<file path="src/rtl/hazard_scoreboard_ctrl_pkg.sv">
// Shared types for the hazard controller: FSM states,
// forwarding/branch select encodings and the stall/flush bundle.
package hazard_scoreboard_ctrl_pkg;

  typedef enum logic [1:0] {
    IDLE    = 2'd0,
    LDSTALL = 2'd1,
    DMWAIT  = 2'd2
  } haz_state_e;

  typedef enum logic [1:0] {
    FWD_NONE    = 2'b00,
    FWD_MEM_ALU = 2'b01,
    FWD_WB      = 2'b10,
    FWD_MEM_LD  = 2'b11
  } fwd_sel_e;

  typedef enum logic [1:0] {
    BR_RF      = 2'b00,
    BR_EX      = 2'b01,
    BR_MEM_ALU = 2'b10,
    BR_MEM_LD  = 2'b11
  } br_sel_e;

  typedef struct packed {
    logic stall_if;
    logic stall_id;
    logic stall_ex;
    logic stall_mem;
    logic flush_id;
    logic flush_ex;
    logic flush_wb;
  } haz_ctl_t;

endpackage

</file>
<file path="src/rtl/hazard_scoreboard_ctrl_src_match.sv">
// Source/producer comparator: hit when a used, non-x0 source
// register is written by the producer stage.
module hazard_src_match #(
  parameter int REG_AW = 5
) (
  input  logic [REG_AW-1:0] src_addr,
  input  logic              src_used,
  input  logic [REG_AW-1:0] prd_addr,
  input  logic              prd_wren,
  output logic              hit
);

  assign hit = (src_addr != '0) && src_used && prd_wren &&
               (src_addr == prd_addr);

endmodule

</file>
<file path="src/rtl/hazard_scoreboard_ctrl.sv">
// Pipeline hazard controller: forwarding selects, load-use and
// dmem stalls, branch flushes. HAZ_PERF_CNT_EN adds perf counters.
module hazard_scoreboard_ctrl
  import hazard_scoreboard_ctrl_pkg::*;
#(
  parameter int LOAD_USE_CYC = 1,
  parameter int REG_AW       = 5,
  parameter int CNT_W        = 32
) (
  input  logic              i_clk,
  input  logic              i_rst_n,
  input  logic [REG_AW-1:0] i_id_rs1_addr,
  input  logic [REG_AW-1:0] i_id_rs2_addr,
  input  logic              i_id_rs1_used,
  input  logic              i_id_rs2_used,
  input  logic [REG_AW-1:0] i_ex_rs1_addr,
  input  logic [REG_AW-1:0] i_ex_rs2_addr,
  input  logic [REG_AW-1:0] i_ex_rd_addr,
  input  logic              i_ex_rd_wren,
  input  logic              i_ex_is_load,
  input  logic              i_ex_br_taken,
  input  logic [REG_AW-1:0] i_mem_rd_addr,
  input  logic              i_mem_rd_wren,
  input  logic              i_mem_is_load,
  input  logic              i_mem_is_mem,
  input  logic              i_dmem_ready,
  input  logic [REG_AW-1:0] i_wb_rd_addr,
  input  logic              i_wb_rd_wren,
  output logic              o_stall_if,
  output logic              o_stall_id,
  output logic              o_stall_ex,
  output logic              o_stall_mem,
  output logic              o_flush_id,
  output logic              o_flush_ex,
  output logic              o_flush_wb,
  output logic [1:0]        o_fwd_rs1_sel,
  output logic [1:0]        o_fwd_rs2_sel,
  output logic [1:0]        o_br_rs1_sel,
  output logic [1:0]        o_br_rs2_sel,
  output logic              o_id_rs1_wb_byp,
  output logic              o_id_rs2_wb_byp
`ifdef HAZ_PERF_CNT_EN
  ,
  output logic [CNT_W-1:0]  o_cnt_ld_stall,
  output logic [CNT_W-1:0]  o_cnt_dmem_stall,
  output logic [CNT_W-1:0]  o_cnt_flush
`endif
);

  // Load data only sits in MEM for a consumer when there is one bubble
  localparam bit         LD_FWD   = (LOAD_USE_CYC == 1);
  localparam logic [1:0] CNT_INIT = 2'(LOAD_USE_CYC - 1);

  logic [REG_AW-1:0] ex_rs [2];
  logic [REG_AW-1:0] id_rs [2];
  logic [1:0] id_used;
  logic [1:0] ex_mem_hit, ex_wb_hit;
  logic [1:0] id_ex_hit, id_mem_hit, id_wb_hit;

  assign ex_rs[0] = i_ex_rs1_addr;
  assign ex_rs[1] = i_ex_rs2_addr;
  assign id_rs[0] = i_id_rs1_addr;
  assign id_rs[1] = i_id_rs2_addr;
  assign id_used  = {i_id_rs2_used, i_id_rs1_used};

  for (genvar g = 0; g < 2; g++) begin : g_src
    hazard_src_match #(.REG_AW(REG_AW)) u_ex_mem (
      .src_addr(ex_rs[g]), .src_used(1'b1),
      .prd_addr(i_mem_rd_addr), .prd_wren(i_mem_rd_wren),
      .hit(ex_mem_hit[g]));
    hazard_src_match #(.REG_AW(REG_AW)) u_ex_wb (
      .src_addr(ex_rs[g]), .src_used(1'b1),
      .prd_addr(i_wb_rd_addr), .prd_wren(i_wb_rd_wren),
      .hit(ex_wb_hit[g]));
    hazard_src_match #(.REG_AW(REG_AW)) u_id_ex (
      .src_addr(id_rs[g]), .src_used(id_used[g]),
      .prd_addr(i_ex_rd_addr), .prd_wren(i_ex_rd_wren),
      .hit(id_ex_hit[g]));
    hazard_src_match #(.REG_AW(REG_AW)) u_id_mem (
      .src_addr(id_rs[g]), .src_used(id_used[g]),
      .prd_addr(i_mem_rd_addr), .prd_wren(i_mem_rd_wren),
      .hit(id_mem_hit[g]));
    hazard_src_match #(.REG_AW(REG_AW)) u_id_wb (
      .src_addr(id_rs[g]), .src_used(id_used[g]),
      .prd_addr(i_wb_rd_addr), .prd_wren(i_wb_rd_wren),
      .hit(id_wb_hit[g]));
  end

  fwd_sel_e fwd_sel [2];
  br_sel_e  br_sel  [2];

  always_comb begin
    for (int k = 0; k < 2; k++) begin
      fwd_sel[k] = FWD_NONE;
      if (ex_mem_hit[k] && !i_mem_is_load)
        fwd_sel[k] = FWD_MEM_ALU;
      else if (ex_mem_hit[k] && LD_FWD)
        fwd_sel[k] = FWD_MEM_LD;
      else if (ex_wb_hit[k])
        fwd_sel[k] = FWD_WB;

      br_sel[k] = BR_RF;
      if (id_ex_hit[k] && !i_ex_is_load)
        br_sel[k] = BR_EX;
      else if (id_mem_hit[k] && !i_mem_is_load)
        br_sel[k] = BR_MEM_ALU;
      else if (id_mem_hit[k] && LD_FWD)
        br_sel[k] = BR_MEM_LD;
    end
  end

  assign o_fwd_rs1_sel   = fwd_sel[0];
  assign o_fwd_rs2_sel   = fwd_sel[1];
  assign o_br_rs1_sel    = br_sel[0];
  assign o_br_rs2_sel    = br_sel[1];
  assign o_id_rs1_wb_byp = id_wb_hit[0];
  assign o_id_rs2_wb_byp = id_wb_hit[1];

  haz_state_e state_q, state_d, ret_q, ret_d, eff;
  logic [1:0] cnt_q, cnt_d;
  logic       ld_use, dm_wait, ld_stall, br_flush;
  haz_ctl_t   ctl;

  assign ld_use  = i_ex_is_load && (|id_ex_hit);
  assign dm_wait = i_mem_is_mem && !i_dmem_ready;

  always_ff @(posedge i_clk or negedge i_rst_n) begin
    if (!i_rst_n) begin
      state_q <= IDLE;
      ret_q   <= IDLE;
      cnt_q   <= '0;
    end else begin
      state_q <= state_d;
      ret_q   <= ret_d;
      cnt_q   <= cnt_d;
    end
  end

  // DMWAIT is transparent once ready: the saved state acts that cycle
  always_comb begin
    state_d  = state_q;
    ret_d    = ret_q;
    cnt_d    = cnt_q;
    ld_stall = 1'b0;
    br_flush = 1'b0;
    ctl      = '0;
    eff      = (state_q == DMWAIT) ? ret_q : state_q;
    if (dm_wait) begin
      state_d       = DMWAIT;
      ret_d         = eff;
      ctl.stall_if  = 1'b1;
      ctl.stall_id  = 1'b1;
      ctl.stall_ex  = 1'b1;
      ctl.stall_mem = 1'b1;
      ctl.flush_wb  = 1'b1;
    end else if (i_ex_br_taken) begin
      state_d  = IDLE;
      cnt_d    = '0;
      br_flush = 1'b1;
    end else begin
      unique case (eff)
        LDSTALL: begin
          ld_stall = 1'b1;
          cnt_d    = cnt_q - 2'd1;
          state_d  = (cnt_q == 2'd1) ? IDLE : LDSTALL;
        end
        default: begin
          state_d = IDLE;
          if (ld_use) begin
            ld_stall = 1'b1;
            cnt_d    = CNT_INIT;
            state_d  = (CNT_INIT == 2'd0) ? IDLE : LDSTALL;
          end
        end
      endcase
    end
    if (ld_stall) begin
      ctl.stall_if = 1'b1;
      ctl.stall_id = 1'b1;
    end
    ctl.flush_id = br_flush;
    ctl.flush_ex = br_flush | ld_stall;
  end

  assign o_stall_if  = ctl.stall_if;
  assign o_stall_id  = ctl.stall_id;
  assign o_stall_ex  = ctl.stall_ex;
  assign o_stall_mem = ctl.stall_mem;
  assign o_flush_id  = ctl.flush_id;
  assign o_flush_ex  = ctl.flush_ex;
  assign o_flush_wb  = ctl.flush_wb;

`ifdef HAZ_PERF_CNT_EN
  logic [CNT_W-1:0] cnt_ld_q, cnt_dm_q, cnt_fl_q;

  always_ff @(posedge i_clk or negedge i_rst_n) begin
    if (!i_rst_n) begin
      cnt_ld_q <= '0;
      cnt_dm_q <= '0;
      cnt_fl_q <= '0;
    end else begin
      if (ld_stall && !(&cnt_ld_q))
        cnt_ld_q <= cnt_ld_q + CNT_W'(1);
      if (dm_wait && !(&cnt_dm_q))
        cnt_dm_q <= cnt_dm_q + CNT_W'(1);
      if (br_flush && !(&cnt_fl_q))
        cnt_fl_q <= cnt_fl_q + CNT_W'(1);
    end
  end

  assign o_cnt_ld_stall   = cnt_ld_q;
  assign o_cnt_dmem_stall = cnt_dm_q;
  assign o_cnt_flush      = cnt_fl_q;
`endif

endmodule

</file>
<file path="config.mk">
export PLATFORM = sky130hd
export DESIGN_NAME = hazard_scoreboard_ctrl
export DESIGN_NICKNAME = d
export VERILOG_FILES = /design/src/rtl/hazard_scoreboard_ctrl_pkg.sv /design/src/rtl/hazard_scoreboard_ctrl_src_match.sv /design/src/rtl/hazard_scoreboard_ctrl.sv
export SDC_FILE = /design/constraint.sdc
export NUM_CORES = 1
export LEC_CHECK = 0
export ABC_AREA = 1
export CORE_MARGIN = 3
export CORE_UTILIZATION = 39
export CTS_CLUSTER_SIZE = 28
export DETAILED_ROUTE_END_ITERATION = 10
export PLACE_DENSITY = 0.81
export SLEW_MARGIN = 20
export SYNTH_ARGS = -nofsm -noshare
export SYNTH_HDL_FRONTEND = slang
export SYNTH_SLANG_ARGS = --single-unit
export TNS_END_PERCENT = 10
</file>
<file path="constraint.sdc">
create_clock -name i_clk -period 1.2 [get_ports i_clk]
set_input_delay 0.12 -clock i_clk [delete_from_list [all_inputs] [get_ports i_clk]]
set_output_delay 0.12 -clock i_clk [all_outputs]
set_load 0.02 [all_outputs]
</file>
==> impl_metrics.csv <==
group,metric,value,unit
grt,grt_pass1_vias,1830,
clocking,numClockSinks,6,
placed_design,place_ws,-1.06,ns
detailed_routing,routed_wl,6440,um
synthesis,ys_seq_elements,6,
sta,setup_slack,-0.332,ns
detailed_routing,drt_iter0_drc,180,
grt,use_met2,52.9,%
detailed_routing,wl_per_cell,18.1,um
floorplanning,die_h,60.5,um
power,finalPower,0.00118,W
min_path,hp-class,"input pin to async pin",
sta,period_needed,1.53,ns
grt,use_met3,2.77,%
synthesis,netlist_instances,208,
clocking,clockRootBuffer,"clkbuf_4",
sta,slew_headroom,76.1,%
detailed_routing,vias,2076,
placed_design,port_buffers,63,
detailed_routing,viasPerCell,5.85,
worst_setup_path,cp-end-kind,"output pin",
placed_design,gp_congestion,0.961,
power,pwr_density_cell,483,mW/mm^2
clocking,clock_latency,0.25,ns
power,internal_power,0.000702,W
floorplanning,fp-row-count,19,
clocking,clk_pin_slew_worst_paths,0.05,ns
detailed_routing,detail-route-antenna-nets,0,
synthesis,synth_cell_type_count,27,
worst_setup_path,critical_path.most_common_cell,"nand2_1",
sta,hold_viol_final,0,
worst_setup_path,worstPathMaxFanout,3,
power,combPwrFrac,66.6,%
grt,grt.overflow.total,0,
clocking,cts_buffers,3,
final_layout,layout_commonest_cell,"buf_4",
clocking,htreeDepth,1,
detailed_routing,drt_pass1_iterations,8,
grt,globalRouteMet1Util,33.7,%
run_status,violations,"negative setup slack",
run_status,status,"complete, but fails checks",
worst_setup_path,critical-path-slowest-cell,"nor2_1",
power,seq_power_share,17.5,%
grt,antenna_found_initial,0,
worst_setup_path,critPathKind,"input pin to output pin",
worst_setup_path,critPathMaxStageDelay,0.26,ns
detailed_routing,route.detailed.drc,0,
sta,skew,0.00431,ns
power,p_sw,0.000477,W
worst_setup_path,arrival,1.41,ns
final_layout,syn2layout_area_growth,111,%
grt,grt_first_pass_wirelength,7960,um
floorplanning,core,0.00278,sq mm
synthesis,yosysSeqAreaShare,13.0,%
power,peakVddDrop,0.689,mV
grt,track_usage,28.4,%
final_layout,fillCellCount,131,
synthesis,synth_area_per_cell,5.56,sq um
clocking,cts_hold_buf,0,
final_layout,finalNetCount,374,
clocking,cts_buffer_depth,2,
final_layout,layout_common_cells,"buf_4 (58), nand2_1 (54), inv_1 (21), buf_6 (21), inv_2 (18)",
final_layout,n_antenna_cell,0,
floorplanning,initial_core_util,41.6,%
sta,fmaxAchievable,653,MHz
power,swShare,40.5,%
worst_setup_path,required,1.08,ns
sta,final_max_slew_viol_count,0,
sta,tightest_slew,0.356,ns
worst_setup_path,start_kind,"input pin",
floorplanning,die_w,60.5,um
floorplanning,fp.dieArea,0.00366,sq mm
clocking,cts_tree,"done",
synthesis,synth_warnings,0,
sta,period_share,128,%
worst_setup_path,cp_cell_sequence,"buf_2, nand2_1, o21ai_0, nor2_1, nand3_1, nand2_1, nand2_2, a31oi_4, buf_6",
grt,grt_most_used_layer,"met2",
sta,rsz0062_at_grt,"yes",
synthesis,syn_area,0.00116,sq mm
sta,finalSetupViolCount,16,
power,p_leak,1.29,nW
grt,grt_max_degree,8,
power,p_clk_share,15.9,%
synthesis,syn-num-nets,256,
placed_design,dp_hpwl,3800,um
job,max-cap-violations,0,
floorplanning,io_pins,64,
final_layout,drive_gt1_share,50.0,%
stage by stage:
step	utilization (%)	hold WS [ns]	cells	setup TNS, ns	cell area [sq um]
floorplan	-	-0.176	208	-0.210	1170
detailed placement	76.8	0.377	341	-15.52	2140
global route	87.8	0.124	355	-3.69	2440
finish	87.8	0.114	355	-2.81	2440
CTS	81.3	0.119	352	-1.85	2260
global placement	76.8	0.371	341	-15.00	2140
cell families (layout without fill, tap and decap cells):
| logic type | count (synthesis) | count (layout) | synth area share, % |
|---|---|---|---|
| buf+inv | 45 | 161 | 15.7 |
| fa+ha+maj | 1 | 1 | 1.08 |
| xor+xnor | 19 | 19 | 14.4 |
| compound gates | 29 | 29 | 15.6 |
| flops | 6 | 6 | 13.0 |
| simple gates | 108 | 108 | 40.3 |
area by class of cell:
class,instances,area (sq um),share of cell area (%)
clock buffers,3,22.5,0.922
inverters,41,161,6.61
multi-input cells,157,1070,43.8
flip-flops and latches,6,150,6.15
well taps,31,38.8,1.59
repair buffers,117,1000,40.9
what timing repair did:
item | in CTS | in global routing
cloned | 0 | 0
buffers inserted | 8 | 3
pin swaps | 39 | 28
setup endpoints to repair | 20 | 20
gates resized for setup | 234 | 81
metal layers:
| metal | vias up | wire length (um) |
|---|---|---|
| met1 | 943 | 2100 |
| met5 | - | 0 |
| li1 | 911 | - |
| met4 | 0 | 422 |
| met2 | 172 | 3280 |
| met3 | 50 | 630 |
power by group through the flow:
stage	combinational, W	clock, W	sequential [W]
4_1_cts	0.000651	0.000188	0.000207
3_5_place_dp	0.000627	0	0.000209
3_3_place_gp	0.000617	0	0.000209
2_1_floorplan	0.000238	0	0.000208
6_report	0.000785	0.000187	0.000207
5_1_grt	0.000826	0.000207	0.000206
cells in the mapped netlist, drive strengths merged:
cell type | instances | area share (%)
a2111oi | 1 | 0.76
a211oi | 2 | 1.3
a21oi | 4 | 1.7
a31oi | 1 | 0.54
buf | 4 | 2.4
dfrtp | 6 | 13
ha | 1 | 1.1
inv | 41 | 13
nand2 | 63 | 21
nand3 | 16 | 7.4
nand4 | 2 | 1.1
nor2 | 15 | 5.1
nor3 | 5 | 2.2
nor4 | 6 | 3.2
o2111a | 1 | 0.97
o2111ai | 3 | 2.3
o211ai | 1 | 0.65
o21ai | 12 | 5.2
o22ai | 4 | 2.2
or2 | 1 | 0.54
xnor2 | 10 | 7.6
xor2 | 9 | 6.8
final timing paths:
| check | startpoint | endpoint | slack, ns | depth (start not counted) |
|---|---|---|---|---|
| max reg2reg | ret_q[1]$_DFFE_PN0P_ | cnt_q[1]$_DFFE_PN0P_ | -0.22 | 6 |
| min | i_rst_n | state_q[0]$_DFF_PN0_ | 0.11 | 1 |
| min in group i_clk | cnt_q[1]$_DFFE_PN0P_ | cnt_q[1]$_DFFE_PN0P_ | 0.49 | 2 |
| max | i_ex_rd_addr[1] | o_stall_if | -0.33 | 9 |
| max in group asynchronous | i_rst_n | ret_q[0]$_DFFE_PN0P_ | 0.87 | 1 |
| min reg2reg | cnt_q[1]$_DFFE_PN0P_ | cnt_q[1]$_DFFE_PN0P_ | 0.49 | 2 |
flip-flops by register name, summed over array words and instances (netlist names):
name	flops
state_q	2
cnt_q	2
ret_q	2
critical path, delay by kind of cell:
| kind | cells | cell delay (ns) |
|---|---|---|
| compound gates | 2 | 0.33 |
| buf+inv | 2 | 0.28 |
| simple gates | 5 | 0.67 |
Note: power is estimated with default switching activity, not from simulation.
==> patch (config.mk and constraints unchanged) <==
Change the parameter `LOAD_USE_CYC` from 1 to 0.
--- a/src/rtl/hazard_scoreboard_ctrl.sv
+++ b/src/rtl/hazard_scoreboard_ctrl.sv
@@ -5,3 +5,3 @@
 #(
-  parameter int LOAD_USE_CYC = 1,
+  parameter int LOAD_USE_CYC = 0,
   parameter int REG_AW       = 5,
Function: changed (Yosys sat finds a counterexample within 4 cycles, from zero or initial values and one cycle with i_rst_n low).
==> patch against the unedited design <==
- the run still ends with setup timing left
- setup slack improved by 0.043 ns
- synthesized area increased by 3.2%
- first-iteration DRC count decreased by 45%
- routed wire length decreased by 24%
- final area shrank 6.1%
- sequential cell count unchanged
- core utilization shrank 6.8 points
- power is 4.6% lower
- via count shrank 11%
- critical path type is now flip-flop to primary output
==> patch: results (changes against the unedited design) <==
| Metric | Value |
|---|---|
| Flip-flop and latch power | `0.231 mW (+12%)` |
| Worst Slack Setup Final | `-0.289 ns (+0.0427 ns)` |
| Post-detailed-route via-to-cell ratio | `5.13 (-12%)` |
| Vias in the first global route | `1,775 (-3.0%)` |
| Yosys top cell area share | `0.188 (-0.00936)` |
| Synth Area per Inst | `5.48 µm² (-1.5%)` |
| DRT iter0 DRCs | `99 (-45%)` |
| Max rail drop VDD | `0.000209 V (-70%)` |
| Setup-failing EPs final | `15 (-1)` |
| Net count of the mapped netlist | `266 (+3.9%)` |
| Fraction of area in multi-input gates | `0.428 (-0.00952)` |
| Share of cells above drive strength 1 | `0.399 (-0.101)` |
| Final design instance area without fill | `0.00229 mm² (-6.1%)` |
| Global-route wire length before repair | `7.72 mm (-3.0%)` |
| Outcome | `complete, but fails checks` |
| Register area share after synthesis | `0.126 (-0.00408)` |
| Tot GR Track Use | `0.270 (-0.0139)` |
| Comb pwr share | `0.624 (-0.042)` |
| Largest net degree at the start of global routing | `7 (-1)` |
| Number of fillers in the final layout | `194 (+48%)` |
| CP max stage cell | `dfrtp_1` |
| XOR/XNOR Fraction of Synth Area | `0.147 (+0.00281)` |
| Signal buffers share of area | `0.413 (+0.00334)` |
| Leakage | `1.24 nW (-3.6%)` |
| Inverter count | `40 (-2.4%)` |
| Failing checks | `setup timing` |
| Sequential power share | `0.205 (+0.030)` |
| Synth top cells by count | `nand2_1, inv_1, nor2_1, a21oi_1, xor2_1` |
| Crit path max-delay family | `flip-flops` |
| Placed cells | `352 (+3.2%)` |
| Sequential share of cell area | `0.0655 (+0.00403)` |
| Slew HR | `0.831 (+0.0707)` |
| Arr. time, crit path | `1.37 ns (-0.04 ns)` |
| Total Nets Final | `381 (+1.9%)` |
| Setup Buffers After CTS | `7 (-1)` |
| Pre-Repair DR Iteration Count | `4 (-4)` |
| Setup TNS | `-2.37 ns (+0.440 ns)` |
| Fin Clk Skew | `0.00743 ns (+0.00311 ns)` |
| Clock-cell share | `0.00983 (+0.000604)` |
| Placer Congestion | `0.912 (-5.1%)` |
| Slowest Stage Delay on Critical Path | `0.39 ns (+0.13 ns)` |
| Synth Area in Compound Gates | `0.136 (-0.0196)` |
| Adder-Cell Fraction of Synth Area | `0.0105 (-0.000340)` |
## patch: changes by cell type after synthesis, sizes merged, moves of 3 or more
cell and delta:
a21oi +10, nand3 -6, o21ai -3, nor2 +10, o22ai -3, nand4 +6, nor4 -3
## patch: metal layers
metal | part of all wire | GRT usage | up-vias
li1 | - | - | 919
met1 | 0.39 | 0.324 | 851
met2 | 0.52 | 0.492 | 74
met3 | 0.060 | 0.0189 | 13
met4 | 0.025 | 0.112 | 0
met5 | 0 | 0 | -
## patch: final timing paths
| path | from | end | slack [ns] | cells past startpoint |
|---|---|---|---|---|
| worst max-delay path | state_q[1] | o_stall_if | -0.29 | 8 |
| worst min-delay path | i_rst_n | cnt_q[1] | 0.1 | 1 |
| worst max register to register | state_q[1] | cnt_q[1] | -0.28 | 11 |
| worst min register to register | cnt_q[1] | cnt_q[1] | 0.49 | 2 |
| max in group asynchronous | i_rst_n | ret_q[0] | 0.89 | 1 |
| min in group i_clk | cnt_q[1] | cnt_q[1] | 0.49 | 2 |
